==> src/rtl/keypad_pkg.sv <==
// Shared types and the keypad key map for the matrix keypad scanner.
package keypad_pkg;

  // Debounce FSM states.
  typedef enum logic [1:0] {
    IDLE         = 2'd0,
    PRESS_WAIT   = 2'd1,
    HELD         = 2'd2,
    RELEASE_WAIT = 2'd3
  } kp_state_e;

  // Outcome of one full four-column scan.
  typedef enum logic [1:0] {
    RES_NONE   = 2'd0,
    RES_SINGLE = 2'd1,
    RES_MULTI  = 2'd2
  } kp_result_e;

  // Column drive after reset: column 0 low.
  localparam logic [3:0] COL_INIT = 4'b1110;

  // Printed legend of the Pmod KYPD, row r / column c.
  function automatic logic [3:0] key_map(input logic [1:0] r, input logic [1:0] c);
    logic [3:0] code;
    case ({r, c})
      4'b00_00: code = 4'h1;
      4'b00_01: code = 4'h2;
      4'b00_10: code = 4'h3;
      4'b00_11: code = 4'hA;
      4'b01_00: code = 4'h4;
      4'b01_01: code = 4'h5;
      4'b01_10: code = 4'h6;
      4'b01_11: code = 4'hB;
      4'b10_00: code = 4'h7;
      4'b10_01: code = 4'h8;
      4'b10_10: code = 4'h9;
      4'b10_11: code = 4'hC;
      4'b11_00: code = 4'h0;
      4'b11_01: code = 4'hF;
      4'b11_10: code = 4'hE;
      default:  code = 4'hD;
    endcase
    return code;
  endfunction

endpackage

==> src/rtl/keypad_debounce_fsm.sv <==
// Press/release debouncer: consumes one result per full scan and accepts a key
// after DEBOUNCE_SCANS identical single-key scans; no rollover while held.
module keypad_debounce_fsm
  import keypad_pkg::*;
#(
  parameter logic [2:0] DEBOUNCE_SCANS = 3'd4
) (
  input  logic       CLK,
  input  logic       RESET,
  input  logic       res_stb,
  input  logic [1:0] res_type,
  input  logic [3:0] res_code,
  output logic       accept_now,
  output logic [3:0] cand_code,
  output logic       accept,
  output logic [3:0] acc_code,
  output logic       held
);

  kp_state_e  state, state_nxt;
  kp_result_e res;
  logic [2:0] cnt, cnt_nxt, cnt_inc;
  logic [3:0] cand, cand_nxt;

  assign res       = kp_result_e'(res_type);
  assign cnt_inc   = cnt + 3'd1;
  assign cand_code = cand;
  assign held      = (state == HELD) || (state == RELEASE_WAIT);

  // State, candidate and debounce count registers.
  always_ff @(posedge CLK or posedge RESET) begin
    if (RESET) begin
      state <= IDLE;
      cnt   <= 3'd0;
      cand  <= 4'h0;
    end else begin
      state <= state_nxt;
      cnt   <= cnt_nxt;
      cand  <= cand_nxt;
    end
  end

  // Next state; only a scan-result strobe can move the machine.
  always_comb begin
    state_nxt  = state;
    cnt_nxt    = cnt;
    cand_nxt   = cand;
    accept_now = 1'b0;
    if (res_stb) begin
      case (state)
        IDLE: begin
          if (res == RES_SINGLE) begin
            cand_nxt  = res_code;
            cnt_nxt   = 3'd1;
            state_nxt = PRESS_WAIT;
          end
        end
        PRESS_WAIT: begin
          if (res == RES_SINGLE && res_code == cand) begin
            if (cnt_inc == DEBOUNCE_SCANS) begin
              accept_now = 1'b1;
              cnt_nxt    = 3'd0;
              state_nxt  = HELD;
            end else begin
              cnt_nxt = cnt_inc;
            end
          end else begin
            cnt_nxt   = 3'd0;
            state_nxt = IDLE;
          end
        end
        HELD: begin
          if (res == RES_NONE) begin
            cnt_nxt   = 3'd1;
            state_nxt = RELEASE_WAIT;
          end
        end
        RELEASE_WAIT: begin
          if (res == RES_NONE) begin
            if (cnt_inc == DEBOUNCE_SCANS) begin
              cnt_nxt   = 3'd0;
              state_nxt = IDLE;
            end else begin
              cnt_nxt = cnt_inc;
            end
          end else begin
            cnt_nxt   = 3'd0;
            state_nxt = HELD;
          end
        end
        default: begin
          cnt_nxt   = 3'd0;
          state_nxt = IDLE;
        end
      endcase
    end
  end

  // Accept pulse lasts one cycle; the accepted code holds until the next accept.
  always_ff @(posedge CLK or posedge RESET) begin
    if (RESET) begin
      accept   <= 1'b0;
      acc_code <= 4'h0;
    end else begin
      accept <= accept_now;
      if (accept_now) acc_code <= cand;
    end
  end

endmodule

==> src/rtl/keypad_scanner.sv <==
// 4x4 matrix keypad scanner: column drive, row sampling, per-scan key
// accumulation, debounce and a 4-digit shift register for the display.
module keypad_scanner
  import keypad_pkg::*;
#(
  parameter logic [31:0] SCAN_DIV       = 32'd100_000,
  parameter logic [2:0]  DEBOUNCE_SCANS = 3'd4
) (
  input  logic        CLK,
  input  logic        RESET,
  input  logic [3:0]  ROW,
  output logic [3:0]  COL,
  output logic [3:0]  KEY_CODE,
  output logic        KEY_VALID,
  output logic        KEY_HELD,
  output logic [15:0] DIGITS
);

  logic [3:0]  row_meta, row_sync;
  logic [31:0] dwell_cnt;
  logic        carry;
  logic [3:0]  col_q;
  logic [1:0]  col_idx;

  logic [3:0]  lows;
  logic        col_hit, col_two;
  logic [1:0]  row_idx;

  logic        acc_seen, acc_multi;
  logic [3:0]  acc_code;
  logic        seen_nxt, multi_nxt;
  logic [3:0]  code_nxt;

  logic        last_col, res_stb;
  logic [1:0]  res_type;
  logic        accept_now;
  logic [3:0]  cand_code;
  logic [15:0] digits_q;

  // ROW is asynchronous to CLK: two-flop synchronizer, idle-high.
  always_ff @(posedge CLK or posedge RESET) begin
    if (RESET) begin
      row_meta <= 4'b1111;
      row_sync <= 4'b1111;
    end else begin
      row_meta <= ROW;
      row_sync <= row_meta;
    end
  end

  assign carry = (dwell_cnt == SCAN_DIV);

  // Column dwell counter, 0..SCAN_DIV.
  always_ff @(posedge CLK or posedge RESET) begin
    if (RESET)      dwell_cnt <= 32'd0;
    else if (carry) dwell_cnt <= 32'd0;
    else            dwell_cnt <= dwell_cnt + 32'd1;
  end

  // Walk the single low bit left at the end of each dwell.
  always_ff @(posedge CLK or posedge RESET) begin
    if (RESET)      col_q <= COL_INIT;
    else if (carry) col_q <= {col_q[2:0], col_q[3]};
  end

  assign COL      = col_q;
  assign last_col = (col_q == 4'b0111);

  // Index of the column currently driven low.
  always_comb begin
    col_idx = 2'd0;
    case (col_q)
      4'b1101: col_idx = 2'd1;
      4'b1011: col_idx = 2'd2;
      4'b0111: col_idx = 2'd3;
      default: col_idx = 2'd0;
    endcase
  end

  // Decode the sampled rows for this column: any hit, two or more hits, which row.
  always_comb begin
    lows    = ~row_sync;
    col_hit = |lows;
    col_two = (lows & (lows - 4'd1)) != 4'd0;
    row_idx = 2'd0;
    for (int r = 3; r >= 0; r--) begin
      if (lows[r]) row_idx = 2'(r);
    end
  end

  // Fold this column into the running scan; a hit after any earlier hit is multi.
  always_comb begin
    seen_nxt  = acc_seen | col_hit;
    multi_nxt = acc_multi | col_two | (acc_seen & col_hit);
    code_nxt  = (col_hit && !acc_seen) ? key_map(row_idx, col_idx) : acc_code;
  end

  // Scan accumulator; cleared once the last column has been folded in.
  always_ff @(posedge CLK or posedge RESET) begin
    if (RESET) begin
      acc_seen  <= 1'b0;
      acc_multi <= 1'b0;
      acc_code  <= 4'h0;
    end else if (carry) begin
      if (last_col) begin
        acc_seen  <= 1'b0;
        acc_multi <= 1'b0;
        acc_code  <= 4'h0;
      end else begin
        acc_seen  <= seen_nxt;
        acc_multi <= multi_nxt;
        acc_code  <= code_nxt;
      end
    end
  end

  // The result includes the last column's sample, so it is formed combinationally.
  assign res_stb  = carry & last_col;
  assign res_type = multi_nxt ? RES_MULTI : (seen_nxt ? RES_SINGLE : RES_NONE);

  keypad_debounce_fsm #(
    .DEBOUNCE_SCANS(DEBOUNCE_SCANS)
  ) u_debounce (
    .CLK       (CLK),
    .RESET     (RESET),
    .res_stb   (res_stb),
    .res_type  (res_type),
    .res_code  (code_nxt),
    .accept_now(accept_now),
    .cand_code (cand_code),
    .accept    (KEY_VALID),
    .acc_code  (KEY_CODE),
    .held      (KEY_HELD)
  );

  // Newest key enters D0 on the same edge KEY_CODE updates; D3 falls off.
  always_ff @(posedge CLK or posedge RESET) begin
    if (RESET)           digits_q <= 16'h0000;
    else if (accept_now) digits_q <= {digits_q[11:0], cand_code};
  end

  assign DIGITS = digits_q;

endmodule

==> config.mk <==
export PLATFORM = sky130hd
export DESIGN_NAME = keypad_scanner
export DESIGN_NICKNAME = d
export VERILOG_FILES = /design/src/rtl/keypad_pkg.sv /design/src/rtl/keypad_debounce_fsm.sv /design/src/rtl/keypad_scanner.sv
export SDC_FILE = /design/constraint.sdc
export NUM_CORES = 1
export LEC_CHECK = 0
export BUFFER_PORTS_ARGS = -buffer_cell sky130_fd_sc_hd__buf_4
export CAP_MARGIN = 0
export CORE_AREA = 2 2 84 127
export DETAILED_ROUTE_END_ITERATION = 12
export DIE_AREA = 0 0 86 129
export GPL_ROUTABILITY_DRIVEN = 1
export HOLD_SLACK_MARGIN = 0.08
export PLACE_DENSITY_LB_ADDON = 0.3
export REMOVE_ABC_BUFFERS = 1
export SYNTH_ARGS = -nofsm -noshare
export SYNTH_HDL_FRONTEND = slang
export SYNTH_SLANG_ARGS = --single-unit
==> constraint.sdc <==
create_clock -name CLK -period 4.35 [get_ports CLK]
set_clock_uncertainty 0.1 [all_clocks]
set_input_delay 0.2175 -clock CLK [delete_from_list [all_inputs] [get_ports CLK]]
set_output_delay 0.2175 -clock CLK [all_outputs]
set_load 0.05 [all_outputs]
* After elaboration in Yosys (flattened, before gate mapping)
Memories as Yosys holds them, arrays and structs flattened. Cells that the tools add are included. Widths: inputs -> output; s select.
Storage, ports and cells: word-level logic and storage cells 78, flip-flop bits (word level) 80, latch bits 0, output and inout port bits 26, memories 1, input bits 6, bits in writable memories 0, bits in read-only memories 64
Cells by class: equal/unequal tests 14, multiply operators 0, shifts and indexed selects 0, div/mod/pow operators 0, bitwise logic cells 7, reductions and logical operators 11, add/subtract/negate cells 3, $lt $le $gt $ge 0, mux-type cells 29
Memories:
- (no name shown) | depth 16, width 4, rd ports 1, clocked after memory_dff 0, wr ports 0, line keypad_pkg.sv:25 | case ({r, c})
Operators with widths (count):
- $add 32x1->32 const B | 1
- $eq 32x17->1 const B | 1
- $mux 32 | 1
- $mux 2 | 11
- $mux 3 | 5
- $pmux 3 s4 | 1
- $eq 4x4->1 const B | 2
- $mux 4 | 2
- $pmux 2 s4 | 1
- $mux 1 | 7
- $ne 3x3->1 const B | 2
- $pmux 2 s3 | 1
- $reduce_and 3->1 | 2
- $reduce_and 5->1 | 1
- $and 4x4->4 | 1
- $eq 2x1->1 const B | 2
- $eq 2x2->1 const B | 2
- $eq 4x3->1 const B | 1
- $eq 4x4->1 | 1
- $logic_not 2->1 | 2
- $not 4->4 | 1
- $reduce_bool 4->1 | 1
- $reduce_or 4->1 | 1
- $sub 4x1->4 const B | 1
- 9 further kinds | 13

* Depth between registers and ports, before layout
Gate-level depths: netlist of run 1.
depth after elaboration 12, depth in mapped cells 13

* Modules after synthesis
A second synthesis of run 1 with hierarchy kept.
Unflattened totals: cells, all modules 332, area, all modules 3797.4 µm²
By module, submodules not included:
- keypad_scanner | cells each 273, times used 1, area each 3091.7 µm²
- keypad_debounce_fsm | cells each 59, times used 1, area each 705.7 µm²

* Least setup slack after synthesis of run 1
OpenSTA, ideal clock, no wires.
path kind register to register, from register col_q[1] (netlist: COL[1]), to register digits_q[10] (netlist: DIGITS[10]), setup time 0.125 ns, slack 0.961 ns, period minus slack after synthesis 3.389 ns, cell stages (with the launch flop) 14, data arrival time 3.164 ns, data required time 4.125 ns, cells stage by stage dfstp_2 > xor2_1 > and3_1 > buf_6 > inv_1 > ha_1 > o21ai_0 > o221ai_1 > xnor2_1 > o41ai_2 > and4bb_1 > buf_6 > buf_12 > mux2_4
On the way: cells in the longest elaborated chain, start to end 9
RTL lines:
- from (decl) | line keypad_scanner.sv:22 | logic [3:0] col_q;
- from (signal assigned) | line keypad_scanner.sv:63 | else if (carry) col_q <= {col_q[2:0], col_q[3]};
- $eq 4x3->1 / $eq 4x4->1 (equally long branches) | line keypad_scanner.sv:67, keypad_scanner.sv:72
- $pmux 2 s3 | line keypad_scanner.sv:72 | case (col_q)
- $mem_v2 16x4
- $mux 4 | line keypad_scanner.sv:95 | code_nxt = (col_hit && !acc_seen) ? key_map(row_idx, col_idx) : acc_code;
- $eq 4x4->1 | line keypad_debounce_fsm.sv:59 | if (res == RES_SINGLE && res_code == cand) begin
- $logic_and 1x1->1 | line keypad_debounce_fsm.sv:59
- $mux 1 | line keypad_debounce_fsm.sv:59
- $mux 1 | line keypad_debounce_fsm.sv:50 | case (state)
- $mux 1 (*) | line keypad_debounce_fsm.sv:49 | if (res_stb) begin
- to (signal assigned) | line keypad_scanner.sv:139 | else if (accept_now) digits_q <= {digits_q[11:0], cand_code};
- to (decl) | line keypad_scanner.sv:38 | logic [15:0] digits_q;
Mark *: on every way between the ends. The rest lies on a longest branch, timed or not. A chain may end at the register's enable or synchronous reset.

* Worst setup path after layout of run 1
from register col_q[1] (netlist: COL[1]), to register digits_q[1] (netlist: DIGITS[1])
The elaborated chain is that of the path after synthesis.

==> results of run 1 <==
==> where the power goes <==
group          switching (W)  internal [W]  leakage (nW)  total [W]
registers         0.00000667      0.000715          1.01   0.000721
clock network       0.000277      0.000411         0.133   0.000688
logic              0.0000271     0.0000167         0.939  0.0000439
total               0.000310       0.00114          2.08    0.00145
==> per-stage QoR <==
| stage | setup slack [ns] | utilization | std cells | total power [W] | cell area [um2] |
|---|---|---|---|---|---|
| finish | 0.767 | 0.454 | 514 | 0.00145 | 4520 |
| floorplan | 0.623 | - | 343 | 0.000761 | 3790 |
| global route | 0.496 | 0.454 | 514 | 0.00150 | 4520 |
| detailed placement | 0.779 | 0.421 | 494 | 0.000775 | 4200 |
| CTS | 0.770 | 0.454 | 514 | 0.00147 | 4520 |
| global placement | 0.895 | 0.421 | 494 | 0.000775 | 4200 |
==> worst max path at each step <==
stage                                   from                endpoint  slack (ns)  cells after the start
final                     COL[1]$_DFFE_PP1N_   DIGITS[1]$_DFFE_PP0P_        0.77                     11
after global routing      COL[1]$_DFFE_PP1N_   DIGITS[3]$_DFFE_PP0P_        0.50                     11
after CTS                 COL[1]$_DFFE_PP1N_   DIGITS[1]$_DFFE_PP0P_        0.77                     11
after detailed placement  COL[1]$_DFFE_PP1N_  DIGITS[14]$_DFFE_PP0P_        0.78                     11
after global placement    COL[1]$_DFFE_PP1N_  DIGITS[15]$_DFFE_PP0P_        0.89                     11
after floorplan           COL[1]$_DFFE_PP1N_   DIGITS[0]$_DFFE_PP0P_        0.62                     10
==> kinds of logic after synthesis <==
group	after synthesis	share of synthesized area
AOI/OAI and AO/OA	40	0.0767
xor gates and xnor gates	40	0.0930
adders and majority gates	9	0.0281
buffers and inverters	36	0.0476
DFF	76	0.489
muxes	21	0.0687
and+or+nand+nor	140	0.197
==> per-layer routing <==
metal,up-vias,track usage,wire length [um]
li1,1344,-,-
met1,1327,0.167,3230
met2,47,0.275,4020
met3,18,0.0263,211
met4,0,0.0868,245
met5,-,0,0
==> flip-flops by register name, summed over array words and instances, names as in the netlist <==
signal / cells
COL: 4
acc_code: 4
acc_seen: 1
row_meta: 4
u_debounce.cand_code: 4
DIGITS: 16
u_debounce.accept: 1
row_sync: 4
acc_multi: 1
dwell_cnt: 32
u_debounce.state: 2
u_debounce.cnt: 3
==> cells in the final DEF, fill, tap and decap left out, drive strengths merged, types with 3 or more instances in the layout <==
master,Yosys,layout
and3,4,4
o41ai,3,3
mux2i,4,4
dfrtp,65,65
nand3,14,14
clkbuf,8,11
o31ai,3,3
xor2,16,16
xnor2,23,23
inv,17,17
nor3,7,7
nor2,26,26
and4,4,4
mux2,17,17
a21oi,8,8
nand2,32,32
and4b,5,5
nand4,11,11
dlygate4sd3,0,5
ha,8,8
nor4,8,8
o21ai,4,4
nand2b,4,4
and2,7,7
o2bb2ai,3,3
a2111oi,3,3
dfstp,11,11
nor4b,4,4
buf,11,34
==> synthesized netlist by cell type, types with 3 or more instances <==
| cell type | n | area, um2 |
|---|---|---|
| a2111oi_0 | 3 | 26.3 |
| a21oi_1 | 8 | 40.0 |
| and2_1 | 6 | 37.5 |
| and3_1 | 4 | 25.0 |
| and4_1 | 4 | 35.0 |
| and4b_1 | 4 | 40.0 |
| buf_2 | 4 | 20.0 |
| buf_4 | 4 | 30.0 |
| clkbuf_1 | 8 | 30.0 |
| dfrtp_1 | 65 | 1630 |
| dfstp_2 | 11 | 289 |
| ha_1 | 8 | 100 |
| inv_1 | 17 | 63.8 |
| mux2_2 | 7 | 78.8 |
| mux2_4 | 10 | 150 |
| mux2i_1 | 4 | 40.0 |
| nand2_1 | 32 | 120 |
| nand2b_1 | 4 | 25.0 |
| nand3_1 | 14 | 70.1 |
| nand4_1 | 11 | 68.8 |
| nor2_1 | 26 | 97.6 |
| nor3_1 | 7 | 35.0 |
| nor4_1 | 8 | 50.1 |
| nor4b_1 | 4 | 35.0 |
| o21ai_0 | 4 | 20.0 |
| o2bb2ai_1 | 3 | 26.3 |
| o31ai_1 | 3 | 22.5 |
| xnor2_1 | 23 | 201 |
| xor2_1 | 16 | 140 |
==> what timing repair did <==
item / in CTS / in global routing
hold endpoints to repair: 41 / 0
hold buffers: 5 / 0
gates resized for setup: 0 / 0
==> final cells by class <==
class | instances | area share
well taps | 117 | 0.0324
multi-input cells | 250 | 0.401
repair buffers | 39 | 0.0675
clock inverters | 4 | 0.00553
inverters | 17 | 0.0141
clock buffers | 11 | 0.0559
flip-flops and latches | 76 | 0.424
==> key figures, run 1 <==
Global routing
  • Largest net degree at the start of global routing: 50
  • Grt total ovfl: 0
  • First-pass GRT wire length: 13200 um
  • Initial antenna violation count: 0
  • Vias in the first global route: 2790
  • GRT Util Overall: 0.153

Cells and area
  • Layout Nets: 407
  • Filler Cell Count: 937
  • Layout cells sized above 1: 0.212
  • Seq. cell area: 1920 um2
  • ANT cells: 0
  • Area Growth Syn to Fin: 15.5%
  • Multi-input logic area: 1810 um2

Synthesis
  • Sequential-to-total area share from yosys stat: 0.489
  • Synthesized instance count: 362
  • EDFF count, synth: 0
  • Netlist Area Pre-Place: 3920 um2
  • Yosys warning count: 0
  • Ys async rst share: 1.00
  • Mean post-synth cell area: 10.8 um2
  • FF+latch count, synth: 76
  • Main synth FF type: dfrtp_1
  • Post-synth cell types: 60

Floorplan
  • Starting Density: 0.393
  • Die Area: 11100 um2
  • I/O pins: 32
  • Std cell rows: 45
  • Die Wd: 86 um
  • Die Y: 129 um
  • Core footprint: 9970 um2

Worst setup path
  • CP max-delay cell: dfstp_2
  • CP endpoint kind: flop
  • Crit-path max FO: 16
  • Reg2Reg Depth: 11
  • R2R setup slack: 0.77 ns
  • Reg2reg end: DIGITS[1]$_DFFE_PP0P_
  • FF-to-FF Start: COL[1]$_DFFE_PP1N_
  • Cell Chain, Critical Path: xor2_1 -> and3_1 -> inv_1 -> ha_1 -> o21ai_0 -> o221ai_1 -> xnor2_1 -> o41ai_2 -> and4bb_1 -> buf_4 -> mux2_2
  • Critical Path RT: 4.47 ns
  • Crit-path leading delay family: compound AO/OA/AOI/OAI gates
  • CP peak stage delay: 0.59 ns
  • Buf/Inv on CP: 2
  • Critical Path AT: 3.71 ns
  • Crit path kind: reg -> reg
  • Worst setup SP type: flop

Routing
  • ANT nets after route: 0
  • Iter 0 DRT Violations: 123
  • Total number of vias: 2736
  • DR WL/cell: 15.0 um
  • Detailed-route DRC error count: 0
  • Total Wirelength: 7710 um
  • Drt pass-1 iters: 4
  • Vias/cell: 5.32

Clock tree
  • Clock root buffer: clkbuf_16
  • Clock transition at the registers of the reported paths: 0.06 ns
  • CTS tree: built
  • Clk_lat worst skew: 0.34 ns
  • Clk buf depth: 2
  • Clock Sinks: 76
  • CTS Buf Count: 9
  • H-tree level count: 3
  • Post-CTS setup repair buffer count: 0

Min path
  • Hold path cells: 0
  • HP Class: reg -> reg
  • Worst hold start: row_meta[3]$_DFF_PP1_
  • Hold Path End: row_sync[3]$_DFF_PP1_

STA
  • Final setup fails: 0
  • Period utilisation layout: 0.824
  • Hold_ws: 0.251 ns
  • Final slew viol count: 0
  • Max Clock Freq: 279 MHz
  • Slew at the pin with the worst max-slew slack: 0.990 ns
  • RSZ-0062 raised after global routing: no
  • Period minus WS final: 3.58 ns
  • Slew headroom: 0.339
  • Final Hold Viols: 0
  • Setup_tns: 0 ns

Outcome
  • Status: complete, no violations

Placed design
  • PortBufs: 31
  • RePlAce Congestion: 0.862
  • HPWL after detailed placement: 5490 um

Pwr
  • Worst IR drop on VDD: 0.000206 V
  • PwrDens: 321 nW/um2
  • Leak pwr: 2.08 nW

Job
  • Max cap viols: 0
Power figures use the tool's default switching activity.
==> run 2, diff against run 1 <==
--- a/config.mk
+++ b/config.mk
@@ -5,11 +5,12 @@
 export SDC_FILE = /design/constraint.sdc
 export NUM_CORES = 1
 export LEC_CHECK = 0
+export ABC_AREA = 1
 export BUFFER_PORTS_ARGS = -buffer_cell sky130_fd_sc_hd__buf_4
 export CAP_MARGIN = 0
-export CORE_AREA = 2 2 84 127
+export CORE_AREA = 2 2 86 130
 export DETAILED_ROUTE_END_ITERATION = 12
-export DIE_AREA = 0 0 86 129
+export DIE_AREA = 0 0 88 132
 export GPL_ROUTABILITY_DRIVEN = 1
 export HOLD_SLACK_MARGIN = 0.08
 export PLACE_DENSITY_LB_ADDON = 0.3
==> constraint.sdc (replaced) <==
create_clock -name CLK -period 3.5 [get_ports CLK]
set_clock_uncertainty 0.1 [all_clocks]
set_input_delay 0.175 -clock CLK [delete_from_list [all_inputs] [get_ports CLK]]
set_output_delay 0.175 -clock CLK [all_outputs]
set_load 0.05 [all_outputs]
==> key figures, run 2 <==
Synthesis
  • Netlist Area Pre-Place: 4110 um2 (+4.8%)
  • Synth area leaders: dfrtp_1, nand2_1, inv_1
  • Synthesized instance count: 532 (+47%)
  • Yosys top cell by area: dfrtp_1
  • Post-synth cell types: 34 (-43%)
  • Main synth FF type: dfrtp_1
  • Sequential-to-total area share from yosys stat: 0.467 (-0.0225)
  • Synth cell count leaders: nand2_1, inv_1, dfrtp_1
  • Most common cell in the synthesized netlist: nand2_1
  • FF+latch count, synth: 76 (unchanged)
  • EDFF count, synth: 0 (unchanged)
  • Mean post-synth cell area: 7.72 um2 (-29%)
  • Ys async rst share: 1.00 (unchanged)
  • Share of the synthesized area in the top cell type: 0.396 (-0.0191)
  • Yosys warning count: 0 (unchanged)

Cells and area
  • Most common cell after layout, fill and taps aside: nand2_1
  • Biggest register: dwell_cnt
  • Layout Nets: 586 (+44%)
  • Multi-input logic area: 1800 um2 (-1.0%)
  • Seq. cell area: 1920 um2 (unchanged)
  • ANT cells: 0 (unchanged)
  • Area Growth Syn to Fin: 18.3%
  • Filler Cell Count: 1050 (+12%)
  • Most frequent cells in the layout: nand2_1, inv_1, dfrtp_1, nor2_1, buf_4
  • Max FFs per register: 32 (unchanged)
  • Layout cells sized above 1: 0.125 (-0.0868)

Global routing
  • Initial antenna violation count: 0 (unchanged)
  • GRT Util Overall: 0.181 (+0.0285)
  • First-pass GRT wire length: 16500 um (+24%)
  • Largest net degree at the start of global routing: 38 (-24%)
  • Vias in the first global route: 3544 (+27%)
  • Grt total ovfl: 0 (unchanged)

Floorplan
  • I/O pins: 32 (unchanged)
  • Starting Density: 0.394 (+0.00110)
  • Std cell rows: 46 (+2.2%)
  • Core footprint: 10400 um2 (+4.5%)
  • Die Y: 132 um (+2.3%)
  • Die Area: 11600 um2 (+4.7%)
  • Die Wd: 88 um (+2.3%)

STA
  • Final Hold Viols: 0 (unchanged)
  • Period utilisation layout: 0.849 (+0.0257)
  • RSZ-0062 raised after global routing: no
  • Period minus WS final: 2.97 ns (-0.610 ns)
  • Hold_ws: 0.258 ns (+0.00715 ns)
  • Slew at the pin with the worst max-slew slack: 0.766 ns (-0.224 ns)
  • Setup_tns: 0 ns (unchanged)
  • Final setup fails: 0 (unchanged)
  • Final slew viol count: 0 (unchanged)
  • Slew headroom: 0.489 (+0.150)
  • Max Clock Freq: 336 MHz (+21%)

Worst setup path
  • Critical Path AT: 3.10 ns (-0.61 ns)
  • Worst setup SP type: flop
  • Critical Path RT: 3.62 ns (-0.85 ns)
  • R2R setup slack: 0.53 ns (-0.24 ns)
  • CP max-delay cell: dfstp_2
  • Crit path kind: reg -> reg
  • CP peak stage delay: 0.57 ns (-0.02 ns)
  • Critical path's most frequent cell: nand2_1
  • Cell Chain, Critical Path: nand2_1 -> inv_1 -> nand2_1 -> nor2_1 -> inv_1 -> ha_1 -> inv_1 -> nand3_1 -> o21ai_0 -> nand2_1 -> nand2_1 -> nand2_1 -> nand2_1 -> nand2_1 -> nand3_1 -> inv_2 -> nand2_1 -> inv_2 -> nand2_1 -> nand2_1
  • CP endpoint kind: flop
  • Crit-path max FO: 14 (-2)

Routing
  • Vias/cell: 4.91 (-7.8%)
  • DR WL/cell: 13.5 um (-10%)
  • Total number of vias: 3538 (+29%)
  • Detailed-route DRC error count: 0 (unchanged)
  • Drt pass-1 iters: 5 (+1)
  • ANT nets after route: 0 (unchanged)
  • Iter 0 DRT Violations: 254 (+110%)
  • Total Wirelength: 9730 um (+26%)

Clock tree
  • Clock transition at the registers of the reported paths: 0.06 ns (about the same)
  • CTS Buf Count: 9 (unchanged)
  • H-tree level count: 3 (unchanged)
  • Clock root buffer: clkbuf_16
  • Clk buf depth: 2 (unchanged)
  • CTS tree: built
  • Clock Sinks: 76 (unchanged)
  • Clk_lat worst skew: 0.33 ns (about the same)

Placed design
  • PortBufs: 31 (unchanged)
  • RePlAce Congestion: 0.942 (+9.3%)
  • HPWL after detailed placement: 7630 um (+39%)

Pwr
  • Leak pwr: 2.42 nW (+16%)
  • Power, Total: 0.00196 W (+35%)
  • PwrDens: 405 nW/um2 (+26%)
  • Worst IR drop on VDD: 0.000236 V (+14%)

Job
  • Max cap viols: 0 (unchanged)

Min path
  • HP Class: reg -> reg

Outcome
  • Status: complete, no violations
## run 2: changes by cell type in the layout (fill, tap and decap cells not counted), sizes merged, moves of 17 or more
cell / before / now
nand2: 32 / 158
inv: 17 / 88
xnor2: 23 / 1
nand3: 14 / 32
mux2: 17 / 0
## run 2: path summary, 6_finish.rpt
kind                                            start                      end  depth (start not counted)
worst min-delay path            row_meta[3]$_DFF_PP1_    row_sync[3]$_DFF_PP1_                          0
worst max register to register     COL[1]$_DFFE_PP1N_   DIGITS[13]$_DFFE_PP0P_                         20
max in group asynchronous                       RESET    row_sync[2]$_DFF_PP1_                          4
worst max-delay path               COL[1]$_DFFE_PP1N_   DIGITS[13]$_DFFE_PP0P_                         20
worst min register to register  row_meta[3]$_DFF_PP1_    row_sync[3]$_DFF_PP1_                          0
min in group asynchronous                       RESET  dwell_cnt[12]$_DFF_PP0_                          3
## run 2: per-layer routing
| metal | vias to the layer above | GRT usage | routed length (um) |
|---|---|---|---|
| met5 | - | 0 | 0 |
| met4 | 0 | 0.0786 | 287 |
| met3 | 26 | 0.0369 | 371 |
| met2 | 88 | 0.317 | 5150 |
| met1 | 1650 | 0.208 | 3920 |
| li1 | 1774 | - | - |
## run 2: area by class of cell
| class | count | share of cell area |
|---|---|---|
| Clock buffer | 13 | 0.0536 |
| Clock inverter | 3 | 0.0142 |
| Inverter | 88 | 0.0680 |
| Multi-Input combinational cell | 358 | 0.370 |
| Sequential cell | 76 | 0.394 |
| Tap cell | 144 | 0.0371 |
| Timing Repair Buffer | 39 | 0.0629 |
## run 2: kinds of logic (layout without fill, tap and decap cells)
group                      count (synthesis)  after routing  synth area share
AOI/OAI and AO/OA                         34             34            0.0457
xor gates and xnor gates                  23             23            0.0491
adders and majority gates                  8              8            0.0244
buffers and inverters                     98            143            0.0960
DFF                                       76             76             0.467
and+or+nand+nor                          293            293             0.318
## run 2: where the power goes
group | switching [W] | total [W] | internal, W
registers | 0.00000323 | 0.000891 | 0.000888
clock network | 0.000352 | 0.00102 | 0.000665
logic | 0.0000385 | 0.0000563 | 0.0000178
## run 2: repair_timing
item / 4_1_cts / 5_1_grt
gates resized for setup: 0 / 0
hold buffers: 5 / 0
hold endpoints to repair: 39 / 0
buffers inserted: 0 / 0
## run 2: per-stage QoR
step | area (um2) | util | setup slack (ns) | std cells
after detailed placement | 4480 | 0.430 | 0.532 | 700
after global placement | 4480 | 0.430 | 0.654 | 700
final | 4860 | 0.466 | 0.527 | 721
after global routing | 4860 | 0.466 | 0.0912 | 721
after CTS | 4860 | 0.466 | 0.508 | 721
after floorplan | 4040 | - | 0.584 | 522
## run 2: worst max-delay path: cells and delay by family, from the launching register on
kind            cells  cell delay [ns]
simple gates       13             1.40
flops               1             0.57
buf+inv             5             0.47
fa+ha+maj           1             0.21
compound gates      1             0.09
